<file path="src/rtl/irrigation_sequencer.sv">
// Watering-cycle sequencer: latches a BCD MM:SS preset, drives the valve while
// counting down on a 1 Hz tick, and handles soil-wet abort, error fault and lockout.
module irrigation_sequencer #(
    parameter int COOLDOWN_S = 10,
    parameter int CW         = 8
) (
    input  logic       clk,
    input  logic       rst_n,
    input  logic       tick,
    input  logic       auto_en,
    input  logic       start_req,
    input  logic       soil_wet,
    input  logic       error,
    input  logic       fault_clr,
    input  logic [3:0] pre_dm,
    input  logic [3:0] pre_um,
    input  logic [3:0] pre_ds,
    input  logic [3:0] pre_us,
    output logic [3:0] cnt_dm,
    output logic [3:0] cnt_um,
    output logic [3:0] cnt_ds,
    output logic [3:0] cnt_us,
    output logic       valve,
    output logic       busy,
    output logic       done,
    output logic       aborted,
    output logic       fault,
    output logic [2:0] state
);

    typedef enum logic [2:0] {
        IDLE  = 3'd0,
        LOAD  = 3'd1,
        RUN   = 3'd2,
        COOL  = 3'd3,
        FAULT = 3'd4
    } stateT;

    localparam logic [CW-1:0] COOL_INIT = CW'(COOLDOWN_S);

    stateT           stateReg, stateNext;
    logic [3:0][3:0] cntReg, cntNext, decVal, presetVal;
    logic [CW-1:0]   coolReg, coolNext;
    logic            doneNext, abortNext;
    logic            presetZero, presetValid, borrow;

    // Digit order: [3]=tens of minutes, [2]=minutes, [1]=tens of seconds, [0]=seconds
    assign presetVal   = {pre_dm, pre_um, pre_ds, pre_us};
    assign presetZero  = (presetVal == '0);
    assign presetValid = (pre_dm <= 4'd9) && (pre_um <= 4'd9) &&
                         (pre_ds <= 4'd5) && (pre_us <= 4'd9);

    // One-second BCD decrement; tens-of-seconds wraps to 5 rather than 9
    always_comb begin
        decVal = cntReg;
        borrow = 1'b1;
        for (int i = 0; i < 4; i++) begin
            if (borrow) begin
                if (cntReg[i] == 4'd0) begin
                    decVal[i] = (i == 1) ? 4'd5 : 4'd9;
                end else begin
                    decVal[i] = cntReg[i] - 4'd1;
                    borrow    = 1'b0;
                end
            end
        end
    end

    always_comb begin
        stateNext = stateReg;
        cntNext   = cntReg;
        coolNext  = coolReg;
        doneNext  = 1'b0;
        abortNext = 1'b0;
        case (stateReg)
            IDLE: begin
                cntNext = '0;
                if (error) begin
                    stateNext = FAULT;
                end else if (auto_en && start_req && !soil_wet && !presetZero) begin
                    stateNext = LOAD;
                end
            end
            LOAD: begin
                if (error) begin
                    stateNext = FAULT;
                end else if (!auto_en) begin
                    stateNext = IDLE;
                    cntNext   = '0;
                end else if (!presetValid) begin
                    stateNext = FAULT;
                    cntNext   = '0;
                end else begin
                    stateNext = RUN;
                    cntNext   = presetVal;
                end
            end
            RUN: begin
                if (error) begin
                    stateNext = FAULT;
                end else if (!auto_en) begin
                    stateNext = IDLE;
                    cntNext   = '0;
                end else if (soil_wet) begin
                    stateNext = COOL;
                    coolNext  = COOL_INIT;
                    abortNext = 1'b1;
                end else if (tick) begin
                    if ((cntReg == '0) || (decVal == '0)) begin
                        stateNext = COOL;
                        cntNext   = '0;
                        coolNext  = COOL_INIT;
                        doneNext  = 1'b1;
                    end else begin
                        cntNext = decVal;
                    end
                end
            end
            COOL: begin
                if (error) begin
                    stateNext = FAULT;
                end else if (!auto_en) begin
                    stateNext = IDLE;
                    cntNext   = '0;
                end else if (tick) begin
                    if (coolReg <= CW'(1)) begin
                        stateNext = IDLE;
                        cntNext   = '0;
                        coolNext  = '0;
                    end else begin
                        coolNext = coolReg - CW'(1);
                    end
                end
            end
            FAULT: begin
                if (fault_clr && !error) begin
                    stateNext = IDLE;
                    cntNext   = '0;
                end
            end
            default: begin
                stateNext = IDLE;
                cntNext   = '0;
            end
        endcase
    end

    // Flags are registered from the next state so they line up with the state output
    always_ff @(posedge clk or negedge rst_n) begin
        if (!rst_n) begin
            stateReg <= IDLE;
            cntReg   <= '0;
            coolReg  <= '0;
            valve    <= 1'b0;
            busy     <= 1'b0;
            done     <= 1'b0;
            aborted  <= 1'b0;
            fault    <= 1'b0;
        end else begin
            stateReg <= stateNext;
            cntReg   <= cntNext;
            coolReg  <= coolNext;
            valve    <= (stateNext == RUN);
            busy     <= (stateNext == LOAD) || (stateNext == RUN);
            done     <= doneNext;
            aborted  <= abortNext;
            fault    <= (stateNext == FAULT);
        end
    end

    assign state  = stateReg;
    assign cnt_dm = cntReg[3];
    assign cnt_um = cntReg[2];
    assign cnt_ds = cntReg[1];
    assign cnt_us = cntReg[0];

endmodule

</file>
<file path="config.mk">
export PLATFORM = sky130hd
export DESIGN_NAME = irrigation_sequencer
export DESIGN_NICKNAME = d
export VERILOG_FILES = /design/src/rtl/irrigation_sequencer.sv
export SDC_FILE = /design/constraint.sdc
export NUM_CORES = 1
export LEC_CHECK = 0
export CAP_MARGIN = 20
export CELL_PAD_IN_SITES_DETAIL_PLACEMENT = 0
export CELL_PAD_IN_SITES_GLOBAL_PLACEMENT = 1
export CORE_AREA = 2 2 74 76
export CTS_BUF_LIST = sky130_fd_sc_hd__clkbuf_2
export CTS_CLUSTER_SIZE = 12
export DETAILED_ROUTE_END_ITERATION = 8
export DIE_AREA = 0 0 76 78
export GPL_TIMING_DRIVEN = 0
export PLACE_DENSITY_LB_ADDON = 0.1
export SETUP_SLACK_MARGIN = 0.02
export SLEW_MARGIN = 20
export SYNTH_ARGS = -nofsm -noshare
export SYNTH_HDL_FRONTEND = slang
export SYNTH_SLANG_ARGS = --single-unit
</file>
<file path="constraint.sdc">
create_clock -name clk -period 6.5 [get_ports clk]
set_input_delay 1.625 -clock clk [delete_from_list [all_inputs] [get_ports clk]]
set_output_delay 1.625 -clock clk [all_outputs]
set_load 0.05 [all_outputs]
</file>
==> results of run 1 <==
-- how the worst max path moves through the flow --
stage,from,to,slack (ns),cells past startpoint
6_report,auto_en,cnt_um[1],2.74,7
5_1_grt,auto_en,cnt_ds[0],2.62,7
4_1_cts,auto_en,cnt_um[1],2.78,7
3_5_place_dp,auto_en,cnt_um[1],2.36,7
3_3_place_gp,auto_en,cnt_ds[0],2.38,7
2_1_floorplan,error,cnt_um[1],3.31,6
-- final cells by class --
class	instances	area [um^2]	share of cell area (%)
inverter	16	60.06	2.250
clock inverter	3	13.76	0.5157
timing repair buffer	47	483.0	18.10
multi-input combinational	185	1149	43.04
sequential	32	800.8	30.00
tap	70	87.58	3.282
clock buffer	5	25.02	0.9376
buffer	11	50.05	1.875
-- Yosys cell counts (2+ instances only) --
cell / count
a21oi_1: 13
dfrtp_1: 32
nand2b_1: 5
a21o_1: 2
a32oi_1: 5
clkbuf_1: 9
or2_2: 2
nor2b_1: 3
a211oi_1: 9
o211ai_1: 2
nor3_1: 10
ha_1: 2
nand3_1: 4
a221o_1: 5
o31ai_1: 6
inv_1: 16
or4_1: 4
nand4_1: 6
o22a_1: 2
nor4_1: 10
a221oi_1: 2
nand2_1: 13
nor2_1: 24
o21ai_0: 29
and3_1: 2
or3_1: 3
a211o_1: 2
-- per-layer routing --
metal  track usage (%)  up-vias  part of all wire [%]
met5                 0        -                     0
met4             5.455        0                  0.99
met3             4.186        6                   7.3
met2             35.98       88                    46
met1             32.77     1034                    46
li1                  -     1044                     -
-- sequential cells by signal (all words and copies together), names as in the netlist --
register  cells
coolReg       8
cnt_dm        4
cnt_ds        4
cnt_um        4
cnt_us        4
state         3
aborted       1
busy          1
done          1
fault         1
valve         1
-- power by group through the flow --
stage	combinational, W	sequential [W]	clock (W)
after global placement	0.0000493	0.000206	0
after detailed placement	0.0000508	0.000206	0
after global routing	0.0000551	0.000202	0.000113
after floorplan	0.0000155	0.000210	0
final	0.0000508	0.000202	0.0000982
after CTS	0.0000511	0.000202	0.000102
-- logic make-up after synthesis --
group,count (synthesis)
and+or+nand+nor,94
AOI/OAI and AO/OA,87
DFF,32
buffers and inverters,27
adders and majority gates,2
xor gates and xnor gates,1
muxes,1
-- worst max-delay path, cell delays in order --
cell and delay, ns:
clkdlybuf4s50_1 0.58, nand4bb_1 0.37, or4_1 0.51, clkbuf_1 0.19
a21o_1 0.27, or4_1 0.42, o211ai_1 0.10
-- through the flow --
step                      total power, W  hold slack [ns]
after detailed placement       0.0002565           0.5393
after global placement         0.0002550           0.5359
after global routing           0.0003708           0.6034
after floorplan                0.0002251           0.5069
after CTS                      0.0003555           0.5786
final                          0.0003510           0.5748
==> impl_metrics.json, run 1 <==
{
  "hold_start": "coolReg[5]",
  "drt-pass1-iter-count": 5,
  "synth-adder-area-share_pct": 1.215,
  "critPathRequiredTime_ns": 6.81,
  "ioPinCount": 48,
  "cts_buffer_depth": 2,
  "p_sw_share_pct": 29.57,
  "synth_top_area_share_pct": 38.88,
  "grt_max_degree": 18,
  "worstHoldPathCells": 1,
  "postCtsSetupBuffers": 0,
  "synth_edf_count": 0,
  "fill_cells": 512,
  "tritoncts": "built",
  "fmax_ghz": 0.2660,
  "yosys.area.top_type": "dfrtp_1",
  "crit_path_start_kind": "input port",
  "dp_worst_setup_slack_ns": 2.365,
  "place_hpwl_um": 4809,
  "wl_um": 6374,
  "hold_viol": 0,
  "synth_top_family_by_area": "compound AO/OA/AOI/OAI gates",
  "intPower_w": 0.0002472,
  "drv_slew": 0,
  "cts_htree_levels": 2,
  "drc": 0,
  "placed_cells": 361,
  "synth_seq_area_share_pct": 38.88,
  "reg2reg_from": "state[0]",
  "n_antenna_cell": 0,
  "numClockSinks": 32,
  "p_per_area_nw_per_um2": 131.5,
  "ant_nets": 0,
  "cts.clk_slew.worst_paths_ns": 0.18,
  "worstPathArrival_ns": 4.07,
  "worst_r2r_path_depth": 7,
  "finClkSkew_ns": 0.01725,
  "synth-simple-area-share_pct": 25.09,
  "wl_per_cell_um": 17.27,
  "max-cap-violations": 0,
  "ys.flop_type": "dfrtp_1",
  "drive_gt1_share_pct": 6.020,
  "gp_congestion": 0.8939,
  "core_area_um2": 5042,
  "synthMuxAreaShare_pct": 0.4860,
  "setup_tns_ns": 0,
  "cts_hold_buf": 0,
  "end_kind": "flip-flop",
  "nNetsFinal": 324,
  "synth_cell_types": 49,
  "root_buffer": "clkbuf_2",
  "setup_viol": 0,
  "via_count": 2172,
  "p_clk_share_pct": 28.0,
  "synthXorXnorAreaFrac_pct": 0.4253,
  "grt_pass1_vias": 2024,
  "placed_area_um2": 2630,
  "fin_ws_ns": 2.741,
  "syn_avg_cell_area_um2": 8.440,
  "synth_warnings": 0,
  "r2r_end": "cnt_ds[0]",
  "stdcell_count": 369,
  "syn2layout_area_growth_pct": 29.59,
  "design.die.area_um2": 5928,
  "grt_antenna_before_repair": 0,
  "min_to": "coolReg[5]",
  "fp-row-count": 26,
  "power.leakage_nw": 1.105,
  "synth_seq_cells": 32,
  "power_frac_comb_pct": 14.5,
  "synth_area_um2": 2059,
  "relSlewSlack_pct": 38.98,
  "vias_per_cell": 5.886,
  "grt_first_pass_wirelength_um": 10720,
  "cts_resized": 0,
  "grt.overflow.total": 0,
  "crit_type": "input port to flip-flop",
  "layout_commonest_cell": "clkdlybuf4s50_1",
  "hp-class": "flip-flop to flip-flop",
  "clock_latency_ns": 0.39,
  "die_w_um": 76,
  "period_minus_slack_ns": 3.759,
  "fin_util_pct": 52.93,
  "async_flop_share_pct": 100.0,
  "cts_inserted_buffers": 5,
  "netlist_instances": 244,
  "io_buffers": 46,
  "fin_area_um2": 2669,
  "p_seq_share_pct": 57.6,
  "outcome": "finished, final reports clean",
  "tightestPinTransition_ns": 0.9029,
  "r2r_slack_ns": 3.93,
  "synth_fp_nets": 270,
  "synth-compound-area-share_pct": 28.55,
  "grt_usage_pct": 22.88,
  "mostFrequentLayoutCells": "clkdlybuf4s50_1, dfrtp_1, o21ai_0, nor2_1, inv_1",
  "rsz0062_at_grt": "false",
  "critPathMaxFanout": 7,
  "ir_drop_mv": 0.07728,
  "start_util_pct": 40.84,
  "fin_crit_sh_pct": 57.83,
  "synth_area_leaders": "dfrtp_1, o21ai_0, nor2_1",
  "die_height_um": 78,
  "drt_iter0_markers": 123,
  "switching_power_w": 0.0001038
}
Note: power is estimated with default switching activity, not from simulation.
==> run 2, diff against run 1 <==
CORE_AREA = 2 2 77 79   (was 2 2 74 76)
DIE_AREA = 0 0 79 81   (was 0 0 76 78)
clock period = 3.7 ns   (was 6.5 ns; I/O delays follow)
==> impl_metrics.json, run 2 (synthesis results as in run 1) <==
{
  "reg2reg_from": "state[0]",
  "die_height_um": 81,
  "max-cap-violations": 0,
  "drc": 0,
  "grt_max_degree": 18,
  "hp-class": "input port to asynchronous set/reset pin",
  "period_minus_slack_ns": 3.106,
  "fin_area_um2": 2701,
  "drv_slew": 0,
  "grt_antenna_before_repair": 0,
  "nNetsFinal": 324,
  "wl_met3_um": 456,
  "syn2layout_area_growth_pct": 31.17,
  "drive_gt1_share_pct": 6.355,
  "met2WireLength_um": 2968,
  "numClockSinks": 32,
  "layout_commonest_cell": "clkdlybuf4s50_1",
  "cts_hold_buf": 0,
  "grt.overflow.total": 0,
  "core_area_um2": 5675,
  "design.die.area_um2": 6399,
  "grt_pass1_vias": 2078,
  "critPathMaxFanout": 10,
  "critPathRequiredTime_ns": 4.00,
  "drt-pass1-iter-count": 4,
  "drt_iter0_markers": 125,
  "whs_ns": 0.4239,
  "grt_first_pass_wirelength_um": 10610,
  "rsz0062_at_grt": "false",
  "cts.clk_slew.worst_paths_ns": 0.19,
  "place_hpwl_um": 4888,
  "r2r_end": "cnt_ds[0]",
  "placed_area_um2": 2636,
  "root_buffer": "clkbuf_2",
  "die_w_um": 79,
  "worstPathArrival_ns": 3.41,
  "crit_path_start_kind": "input port",
  "cts_buffer_depth": 2,
  "largest_reg_flops": 8,
  "ioPinCount": 48,
  "top_register": "coolReg",
  "wl_um": 6617,
  "end_kind": "flip-flop",
  "via_count": 2151,
  "fin_ws_ns": 0.5943,
  "grt_usage_pct": 21.45,
  "fin_crit_sh_pct": 83.94,
  "cts_resized": 0,
  "setup_tns_ns": 0,
  "cts_inserted_buffers": 5,
  "r2r_slack_ns": 1.01,
  "fp-row-count": 28,
  "finClkSkew_ns": 0.02196,
  "p_per_area_nw_per_um2": 258.3,
  "dp_worst_setup_slack_ns": 0.2387,
  "postCtsSetupBuffers": 0,
  "cts_htree_levels": 2,
  "crit_type": "input port to flip-flop",
  "tritoncts": "built",
  "ant_nets": 0,
  "crit_start": "auto_en",
  "fin_util_pct": 47.60,
  "power.leakage_nw": 1.118,
  "n_antenna_cell": 0,
  "setup_viol": 0,
  "io_buffers": 46,
  "vias_per_cell": 5.751,
  "m1WireLength_um": 3050,
  "wl_per_cell_um": 17.69,
  "relSlewSlack_pct": 33.99,
  "start_util_pct": 36.29,
  "top_layer_used": "met4",
  "tightestPinTransition_ns": 0.9768,
  "outcome": "finished, final reports clean",
  "clock_latency_ns": 0.40,
  "gp_congestion": 0.8913,
  "ir_drop_mv": 0.1400,
  "mostFrequentLayoutCells": "clkdlybuf4s50_1, dfrtp_1, o21ai_0, nor2_1, inv_1",
  "fmax_ghz": 0.3220,
  "worst_r2r_path_depth": 7,
  "hold_viol": 0
}
==> run 2: cell types whose count changed in the layout (fill, tap and decap cells not counted) <==
cell,previous run,this run
bufinv_16,0,1
clkinv_2,2,1
clkinv_1,1,0
clkbuf_2,5,6
==> run 2: cell type report <==
class	count	area, um^2
sequential	32	800.8
clock buffer	6	30.03
fill	610	2974
inverter	16	60.06
multi-input combinational	185	1149
timing repair buffer	47	483.0
buffer	11	50.05
tap	75	93.84
clock inverter	2	35.03
==> run 2: how the worst max path moves through the flow <==
stage,slack [ns],end
detailed placement,0.24,cnt_ds[0]
global placement,0.16,cnt_ds[0]
global route,0.41,cnt_us[1]
CTS,0.65,cnt_ds[0]
floorplan,1.21,cnt_um[1]
finish,0.59,cnt_ds[0]
==> run 2: routing by layer <==
| metal | GRT usage (%) | up-vias |
|---|---|---|
| li1 | - | 1048 |
| met1 | 30.18 | 1022 |
| met2 | 32.37 | 67 |
| met3 | 4.556 | 14 |
| met4 | 8.103 | 0 |
| met5 | 0 | - |
==> run 2: critical path, stage by stage <==
cell             delay (ns)
clkdlybuf4s50_1        0.57
nor4bb_1               0.81
a32oi_1                0.16
o21ai_2                0.19
clkbuf_1               0.45
o21ai_0                0.17
o211a_1                0.13
==> run 2: power by group <==
part           leakage (nW)  switching, W  internal, W
Combinational         0.640     0.0000507    0.0000397
Clock                0.0430      0.000136     0.000116
Sequential            0.435    0.00000266     0.000353
==> run 2: through the flow <==
| stage | std cells | total power, W |
|---|---|---|
| after floorplan | 244 | 0.0003955 |
| after global placement | 365 | 0.0004490 |
| after detailed placement | 366 | 0.0004514 |
| after CTS | 374 | 0.0007023 |
| after global routing | 374 | 0.0007289 |
| final | 374 | 0.0006977 |
